==> src/rtl/pe_fc_pkg.sv <==
// Shared sizes, FSM encoding and ROM address mapping for the fully-connected classifier PE.
// Weight ROM layout is class-major, then row, then 4-lane word within the row.
package pe_fc_pkg;

    localparam int PIX_W   = 8;
    localparam int ROW_PIX = 26;
    localparam int ROWS    = 26;
    localparam int NCLS    = 10;
    localparam int ACC_W   = 32;
    localparam int WPR     = (ROW_PIX + 3) / 4;

    localparam int DATA_W  = ROW_PIX * PIX_W;
    localparam int WORD_W  = 4 * PIX_W;
    localparam int ADDR_W  = 16;
    localparam int RES_W   = 5;
    localparam int ROW_W   = $clog2(ROWS);
    localparam int CLS_W   = $clog2(NCLS);
    localparam int WRD_W   = $clog2(WPR);
    // 17-bit signed lane products, four of them summed
    localparam int SUM_W   = 2 * PIX_W + 3;
    localparam int PAD_W   = WPR * WORD_W - DATA_W;

    localparam logic [ROW_W-1:0] ROW_LAST = ROW_W'(ROWS - 1);
    localparam logic [CLS_W-1:0] CLS_LAST = CLS_W'(NCLS - 1);
    localparam logic [WRD_W-1:0] WRD_LAST = WRD_W'(WPR - 1);

    typedef enum logic [2:0] {
        ST_IDLE,
        ST_FETCH,
        ST_DRAIN,
        ST_ARGMAX,
        ST_DONE
    } state_e;

    function automatic logic [ADDR_W-1:0] weight_addr(
        input logic [CLS_W-1:0] c,
        input logic [ROW_W-1:0] r,
        input logic [WRD_W-1:0] w
    );
        return ADDR_W'(32'(c) * 32'(ROWS * WPR) + 32'(r) * 32'(WPR) + 32'(w));
    endfunction

endpackage

==> src/rtl/pe_fc_if.sv <==
// Row input, weight ROM port and result output of the classifier PE.
// master = surrounding system (deserializer, ROM, sink); slave = the PE.
interface pe_fc_if;
    import pe_fc_pkg::*;

    logic                en;
    logic [DATA_W-1:0]   parallel_data;
    logic [ADDR_W-1:0]   o_fc_weight_addr;
    logic [WORD_W-1:0]   i_fc_weight;
    logic [RES_W-1:0]    o_result_data;
    logic                o_result_data_valid;

    modport master (
        output en, parallel_data, i_fc_weight,
        input  o_fc_weight_addr, o_result_data, o_result_data_valid
    );

    modport slave (
        input  en, parallel_data, i_fc_weight,
        output o_fc_weight_addr, o_result_data, o_result_data_valid
    );

endinterface

==> src/rtl/pe_fc_mac4.sv <==
// 4-lane dot product: unsigned pixels times signed weights, summed; combinational, no latency.
// Lanes beyond the row are fed zero pixels by the caller, so they contribute nothing.
module pe_fc_mac4
    import pe_fc_pkg::*;
(
    input  logic [WORD_W-1:0]        pix_i,
    input  logic [WORD_W-1:0]        wt_i,
    output logic signed [SUM_W-1:0]  sum_o
);

    localparam int PROD_W = 2 * PIX_W + 1;

    logic signed [PROD_W-1:0] prod [4];

    for (genvar j = 0; j < 4; j++) begin : g_lane
        assign prod[j] = $signed({1'b0, pix_i[j*PIX_W +: PIX_W]}) * $signed(wt_i[j*PIX_W +: PIX_W]);
    end

    assign sum_o = SUM_W'(prod[0]) + SUM_W'(prod[1]) + SUM_W'(prod[2]) + SUM_W'(prod[3]);

endmodule

==> src/rtl/pe_fc_top.sv <==
// Streaming FC classifier: one row per en, 70 ROM fetches per row, argmax after row 25.
// Result valid 82 cycles after the last row is accepted; no backpressure, en ignored while busy.
module pe_fc_top
    import pe_fc_pkg::*;
(
    input  logic    PE_clk,
    input  logic    rst,
    pe_fc_if.slave  bus
);

    state_e                   state_q, state_d;
    logic [ROW_W-1:0]         row_q, row_d;
    logic [CLS_W-1:0]         cls_q, cls_d;
    logic [WRD_W-1:0]         wrd_q, wrd_d;
    logic [DATA_W-1:0]        pix_q, pix_d;
    logic [ADDR_W-1:0]        addr_q, addr_d;

    logic                     mac_vld_q, mac_vld_d;
    logic [CLS_W-1:0]         mac_cls_q, mac_cls_d;
    logic [WRD_W-1:0]         mac_wrd_q, mac_wrd_d;

    logic signed [ACC_W-1:0]  acc_q [NCLS];
    logic signed [ACC_W-1:0]  acc_d [NCLS];
    logic signed [ACC_W-1:0]  best_val_q, best_val_d;
    logic [RES_W-1:0]         best_idx_q, best_idx_d;
    logic [RES_W-1:0]         res_q, res_d;
    logic                     res_vld_q, res_vld_d;

    logic [WPR*WORD_W-1:0]    pix_pad;
    logic [WORD_W-1:0]        lane_pix;
    logic signed [SUM_W-1:0]  mac_sum;
    logic signed [ACC_W-1:0]  mac_ext;
    logic                     fetch_last;

    // Zero padding past pixel 25 makes the unused lanes of the last word drop out
    assign pix_pad  = {{PAD_W{1'b0}}, pix_q};
    assign lane_pix = pix_pad[32'(mac_wrd_q) * WORD_W +: WORD_W];

    pe_fc_mac4 u_mac4 (
        .pix_i (lane_pix),
        .wt_i  (bus.i_fc_weight),
        .sum_o (mac_sum)
    );

    assign mac_ext    = {{(ACC_W - SUM_W){mac_sum[SUM_W-1]}}, mac_sum};
    assign fetch_last = (cls_q == CLS_LAST) && (wrd_q == WRD_LAST);

    always_comb begin
        state_d    = state_q;
        row_d      = row_q;
        cls_d      = cls_q;
        wrd_d      = wrd_q;
        pix_d      = pix_q;
        addr_d     = addr_q;
        mac_vld_d  = 1'b0;
        mac_cls_d  = mac_cls_q;
        mac_wrd_d  = mac_wrd_q;
        best_val_d = best_val_q;
        best_idx_d = best_idx_q;
        res_d      = res_q;
        res_vld_d  = 1'b0;
        acc_d      = acc_q;

        // ROM data for the address issued last cycle is on i_fc_weight now
        if (mac_vld_q) begin
            acc_d[mac_cls_q] = acc_q[mac_cls_q] + mac_ext;
        end

        unique case (state_q)
            ST_IDLE: begin
                if (bus.en) begin
                    pix_d   = bus.parallel_data;
                    cls_d   = '0;
                    wrd_d   = '0;
                    addr_d  = weight_addr('0, row_q, '0);
                    state_d = ST_FETCH;
                end
            end
            ST_FETCH: begin
                mac_vld_d = 1'b1;
                mac_cls_d = cls_q;
                mac_wrd_d = wrd_q;
                if (fetch_last) begin
                    state_d = ST_DRAIN;
                end else begin
                    if (wrd_q == WRD_LAST) begin
                        wrd_d = '0;
                        cls_d = cls_q + 1'b1;
                    end else begin
                        wrd_d = wrd_q + 1'b1;
                    end
                    addr_d = weight_addr(cls_d, row_q, wrd_d);
                end
            end
            ST_DRAIN: begin
                if (row_q == ROW_LAST) begin
                    cls_d   = '0;
                    state_d = ST_ARGMAX;
                end else begin
                    row_d   = row_q + 1'b1;
                    state_d = ST_IDLE;
                end
            end
            ST_ARGMAX: begin
                // Strict compare keeps the lowest index on ties
                if ((cls_q == '0) || (acc_q[cls_q] > best_val_q)) begin
                    best_val_d = acc_q[cls_q];
                    best_idx_d = RES_W'(cls_q);
                end
                if (cls_q == CLS_LAST) begin
                    state_d = ST_DONE;
                end else begin
                    cls_d = cls_q + 1'b1;
                end
            end
            ST_DONE: begin
                res_d     = best_idx_q;
                res_vld_d = 1'b1;
                row_d     = '0;
                acc_d     = '{default: '0};
                state_d   = ST_IDLE;
            end
            default: begin
                state_d = ST_IDLE;
            end
        endcase
    end

    always_ff @(posedge PE_clk or posedge rst) begin
        if (rst) begin
            state_q    <= ST_IDLE;
            row_q      <= '0;
            cls_q      <= '0;
            wrd_q      <= '0;
            pix_q      <= '0;
            addr_q     <= '0;
            mac_vld_q  <= 1'b0;
            mac_cls_q  <= '0;
            mac_wrd_q  <= '0;
            acc_q      <= '{default: '0};
            best_val_q <= '0;
            best_idx_q <= '0;
            res_q      <= '0;
            res_vld_q  <= 1'b0;
        end else begin
            state_q    <= state_d;
            row_q      <= row_d;
            cls_q      <= cls_d;
            wrd_q      <= wrd_d;
            pix_q      <= pix_d;
            addr_q     <= addr_d;
            mac_vld_q  <= mac_vld_d;
            mac_cls_q  <= mac_cls_d;
            mac_wrd_q  <= mac_wrd_d;
            acc_q      <= acc_d;
            best_val_q <= best_val_d;
            best_idx_q <= best_idx_d;
            res_q      <= res_d;
            res_vld_q  <= res_vld_d;
        end
    end

    assign bus.o_fc_weight_addr    = addr_q;
    assign bus.o_result_data       = res_q;
    assign bus.o_result_data_valid = res_vld_q;

endmodule

==> src/flat_wrapper.sv <==
// flat-port wrapper written by rule: the top's interface ports become plain ports
module pe_fc_top_flat import pe_fc_pkg::*;
  (PE_clk, rst, bus_en, bus_parallel_data, bus_i_fc_weight, bus_o_fc_weight_addr, bus_o_result_data, bus_o_result_data_valid);
  pe_fc_if bus_i ();
  input  logic PE_clk;
  input  logic rst;
  input wire logic [$bits(bus_i.en)-1:0] bus_en;
  input wire logic [$bits(bus_i.parallel_data)-1:0] bus_parallel_data;
  input wire logic [$bits(bus_i.i_fc_weight)-1:0] bus_i_fc_weight;
  output wire logic [$bits(bus_i.o_fc_weight_addr)-1:0] bus_o_fc_weight_addr;
  output wire logic [$bits(bus_i.o_result_data)-1:0] bus_o_result_data;
  output wire logic [$bits(bus_i.o_result_data_valid)-1:0] bus_o_result_data_valid;
  assign bus_i.en = bus_en;
  assign bus_i.parallel_data = bus_parallel_data;
  assign bus_i.i_fc_weight = bus_i_fc_weight;
  assign bus_o_fc_weight_addr = bus_i.o_fc_weight_addr;
  assign bus_o_result_data = bus_i.o_result_data;
  assign bus_o_result_data_valid = bus_i.o_result_data_valid;
  pe_fc_top u_core (.PE_clk(PE_clk), .rst(rst), .bus(bus_i));
endmodule
==> config.mk <==
export PLATFORM = sky130hd
export DESIGN_NAME = pe_fc_top_flat
export DESIGN_NICKNAME = d
export VERILOG_FILES = /design/src/rtl/pe_fc_pkg.sv /design/src/rtl/pe_fc_if.sv /design/src/rtl/pe_fc_mac4.sv /design/src/rtl/pe_fc_top.sv /design/src/flat_wrapper.sv
export SDC_FILE = /design/constraint.sdc
export NUM_CORES = 2
export LEC_CHECK = 0
export BUFFER_PORTS_ARGS = -buffer_cell sky130_fd_sc_hd__buf_2
export CORE_MARGIN = 4
export CORE_UTILIZATION = 65
export DETAILED_ROUTE_END_ITERATION = 10
export GPL_TIMING_DRIVEN = 0
export PLACE_DENSITY_LB_ADDON = 0.15
export SETUP_SLACK_MARGIN = 0.05
export SYNTH_ARGS = -nofsm -noshare
export SYNTH_HDL_FRONTEND = slang
export SYNTH_SLANG_ARGS = --single-unit
export TNS_END_PERCENT = 100
==> constraint.sdc <==
create_clock -name PE_clk -period 47.7 [get_ports PE_clk]
set_clock_uncertainty 0.15 [all_clocks]
set_input_delay 2.385 -clock PE_clk [delete_from_list [all_inputs] [get_ports PE_clk]]
set_output_delay 2.385 -clock PE_clk [all_outputs]
set_load 0.05 [all_outputs]
==> out/qor.yml <==
fin_nets: 5521
slowest_stage: "buf_1"
cpMostUsedCell: "fa_1"
ioPinCount: 265
cts.sinks: 606
drt_iter0_drc: 4277
via_count: 36100
place.detailed.hpwl_um: 106000
area_growth_pct: 10.7
critical_path_required_ps: 48130
drv_cap: 1
clk_path_buf_depth: 3
worstMarginPinSlew_ps: 1450
cpPeakStageDelay_ps: 870
die_h_um: 267
place_ws_ps: 37010
yosysUniqueCellTypes: 88
antenna_left: 0
cts_resized: 0
wirelength_um: 141000
route.detailed.drc: 0
cp.arrival_ps: 11160
synth_seq_cells: 606
post_drt_wl_per_cell_um: 24.9
grt_pass1_wl_um: 213000
drive_gt1_frac: 0.138
rsz0062_at_grt: "no"
critPathMaxFanout: 10
finalHoldViolCount: 0
die_w_um: 267
grt_pass1_vias: 36800
status: "complete, but fails checks"
start_util: 0.660
critPathLaunchType: "flip-flop"
avgSynthCellArea_um2: 9.95
dieArea_mm2: 0.0715
min_period_over_period: 0.225
grt_max_degree: 130
synthArstFlopShare: 1.00
cts_setup_buffers: 0
synth_edf_count: 0
relSlewSlack: 0.00708
finalSetupTns_ps: 0
timing.hold.ws_ps: 310
worst_slack_ps: 36980
seq_area_frac_synth: 0.347
grt_remaining_overflow: 0
clk_latency_ps: 670
final_max_slew_viol_count: 0
cts_hold_buffers: 0
ys.flop_type: "dfrtp_1"
fp-row-count: 94
cts_buffers: 60
cts_tree: "built"
place_inst: 5527
root_buffer: "clkbuf_16"
hold_path.class: "flip-flop to flip-flop"
h-tree-depth: 2
avgViaCountPerCell: 6.40
synth_cells: 4394
drt_pass1_iterations: 9
path_clk_slew_ps: 60
gp_congestion: 1.02
fin_crit_ps: 10720
final_cell_count_no_fill: 5640
synth_warnings: 0
core_area_mm2: 0.0662
setup_violations: 0
port_buffers: 261
gr-usage-all-layers: 0.396
grt_antenna_before_repair: 6
syn_area_mm2: 0.0437
end_kind: "flip-flop"
maxClockFrequency_mhz: 93.3
violations: "capacitance limit"
critPathKind: "flip-flop to flip-flop"
metrics by stage:
stage	instance area, µm²	utilization
2_1_floorplan	43700	-
3_5_place_dp	46300	0.699
5_1_grt	48400	0.731
4_1_cts	48400	0.731
6_report	48400	0.731
3_3_place_gp	46100	0.696
cells in the final DEF (no fill, tap or decap), drive strengths merged, types with 78 or more instances in the layout:
master	Yosys	final
nand2	1052	1052
dfrtp	606	606
inv	452	454
buf	50	318
fa	283	283
ha	269	269
clkbuf	178	267
a21oi	200	200
a22o	162	162
mux4	160	160
o21ai	159	159
nor2b	134	134
nor2	99	99
mux2	78	78
worst max-delay path, delay by kind of cell, from the launching register on:
kind	cells	cell delay, ps
fa+ha+maj	9	4480
compound gates	6	1500
flops	1	540
simple gates	4	1210
buf+inv	9	2290
mux	1	450
cell families (layout without fill, tap and decap cells):
logic type,after synthesis,in the layout,synth area share
AND/OR/NAND/NOR,1497,1497,0.149
AO/OA/AOI/OAI,693,693,0.107
buffers and inverters,683,1061,0.0598
flip-flops,606,606,0.347
adder cells (fa/ha/maj),552,552,0.207
multiplexers,309,309,0.119
XOR/XNOR,53,53,0.0110
other,1,5,0.0000858
synthesized netlist by cell type (8+ instances only):
cell | n | share of area
a211oi_1 | 21 | 0.0036
a21o_1 | 19 | 0.0033
a21oi_1 | 200 | 0.023
a22o_1 | 162 | 0.032
a22oi_1 | 57 | 0.0098
and2_1 | 34 | 0.0049
and3_1 | 11 | 0.0016
buf_1 | 16 | 0.0014
buf_2 | 30 | 0.0034
clkbuf_1 | 178 | 0.015
dfrtp_1 | 606 | 0.35
fa_1 | 283 | 0.13
ha_1 | 269 | 0.077
inv_1 | 452 | 0.039
mux2_1 | 29 | 0.0075
mux2_2 | 48 | 0.012
mux2i_1 | 71 | 0.016
mux4_2 | 160 | 0.082
nand2_1 | 1050 | 0.090
nand2b_1 | 62 | 0.0089
nand3_1 | 29 | 0.0033
nand3b_1 | 17 | 0.0029
nand4_1 | 16 | 0.0023
nor2_1 | 98 | 0.0084
nor2b_1 | 133 | 0.019
nor3_1 | 14 | 0.0016
o211ai_1 | 10 | 0.0017
o21a_1 | 8 | 0.0014
o21ai_0 | 140 | 0.016
o21ai_1 | 17 | 0.0019
or2_2 | 9 | 0.0013
xnor2_1 | 36 | 0.0072
xor2_1 | 15 | 0.0030
metal layers:
| metal | global-route usage | part of all wire | vias up |
|---|---|---|---|
| met1 | 0.509 | 0.36 | 17900 |
| met5 | 0.00878 | 0.00085 | - |
| li1 | - | - | 15300 |
| met2 | 0.604 | 0.45 | 2324 |
| met4 | 0.193 | 0.058 | 8 |
| met3 | 0.140 | 0.13 | 574 |
registers in the layout, indices dropped and copies added, names as in the netlist, 4 cells and up:
register                     cells
u_core.best_idx_q                4
u_core.bus.o_result_data         4
u_core.bus.o_fc_weight_addr     14
u_core.best_val_q               32
u_core.acc_q                   320
u_core.pix_q                   208
u_core.cls_q                     4
u_core.row_q                     5
u_core.mac_cls_q                 4
final timing paths:
check | start | end | slack [ps] | cells after the start
min in group asynchronous | rst | u_core.row_q[3] | 1670 | 2
max in group asynchronous | rst | u_core.pix_q[1] | 44150 | 4
hold reg to reg | u_core.best_idx_q[0] | u_core.bus.o_result_data[0] | 310 | 2
setup reg to reg | u_core.mac_cls_q[1] | u_core.acc_q[248] | 36980 | 29
setup / recovery | u_core.mac_cls_q[1] | u_core.acc_q[248] | 36980 | 29
hold / removal | u_core.best_idx_q[0] | u_core.bus.o_result_data[0] | 310 | 2
final cells by class:
cell class / count / area (µm²)
Buffer: 228 / 908
Tap cell: 864 / 1080
Inverter: 455 / 1720
Timing Repair Buffer: 268 / 1470
Multi-Input combinational cell: 3107 / 26000
Clock buffer: 89 / 1780
Clock inverter: 21 / 318
Antenna cell: 2 / 5.00
Fill cell: 4808 / 17800
Sequential cell: 606 / 15200
Power is left out: the tool's default activity adds up to more than one toggle a clock period on the data nets, which glitch-free logic cannot reach.
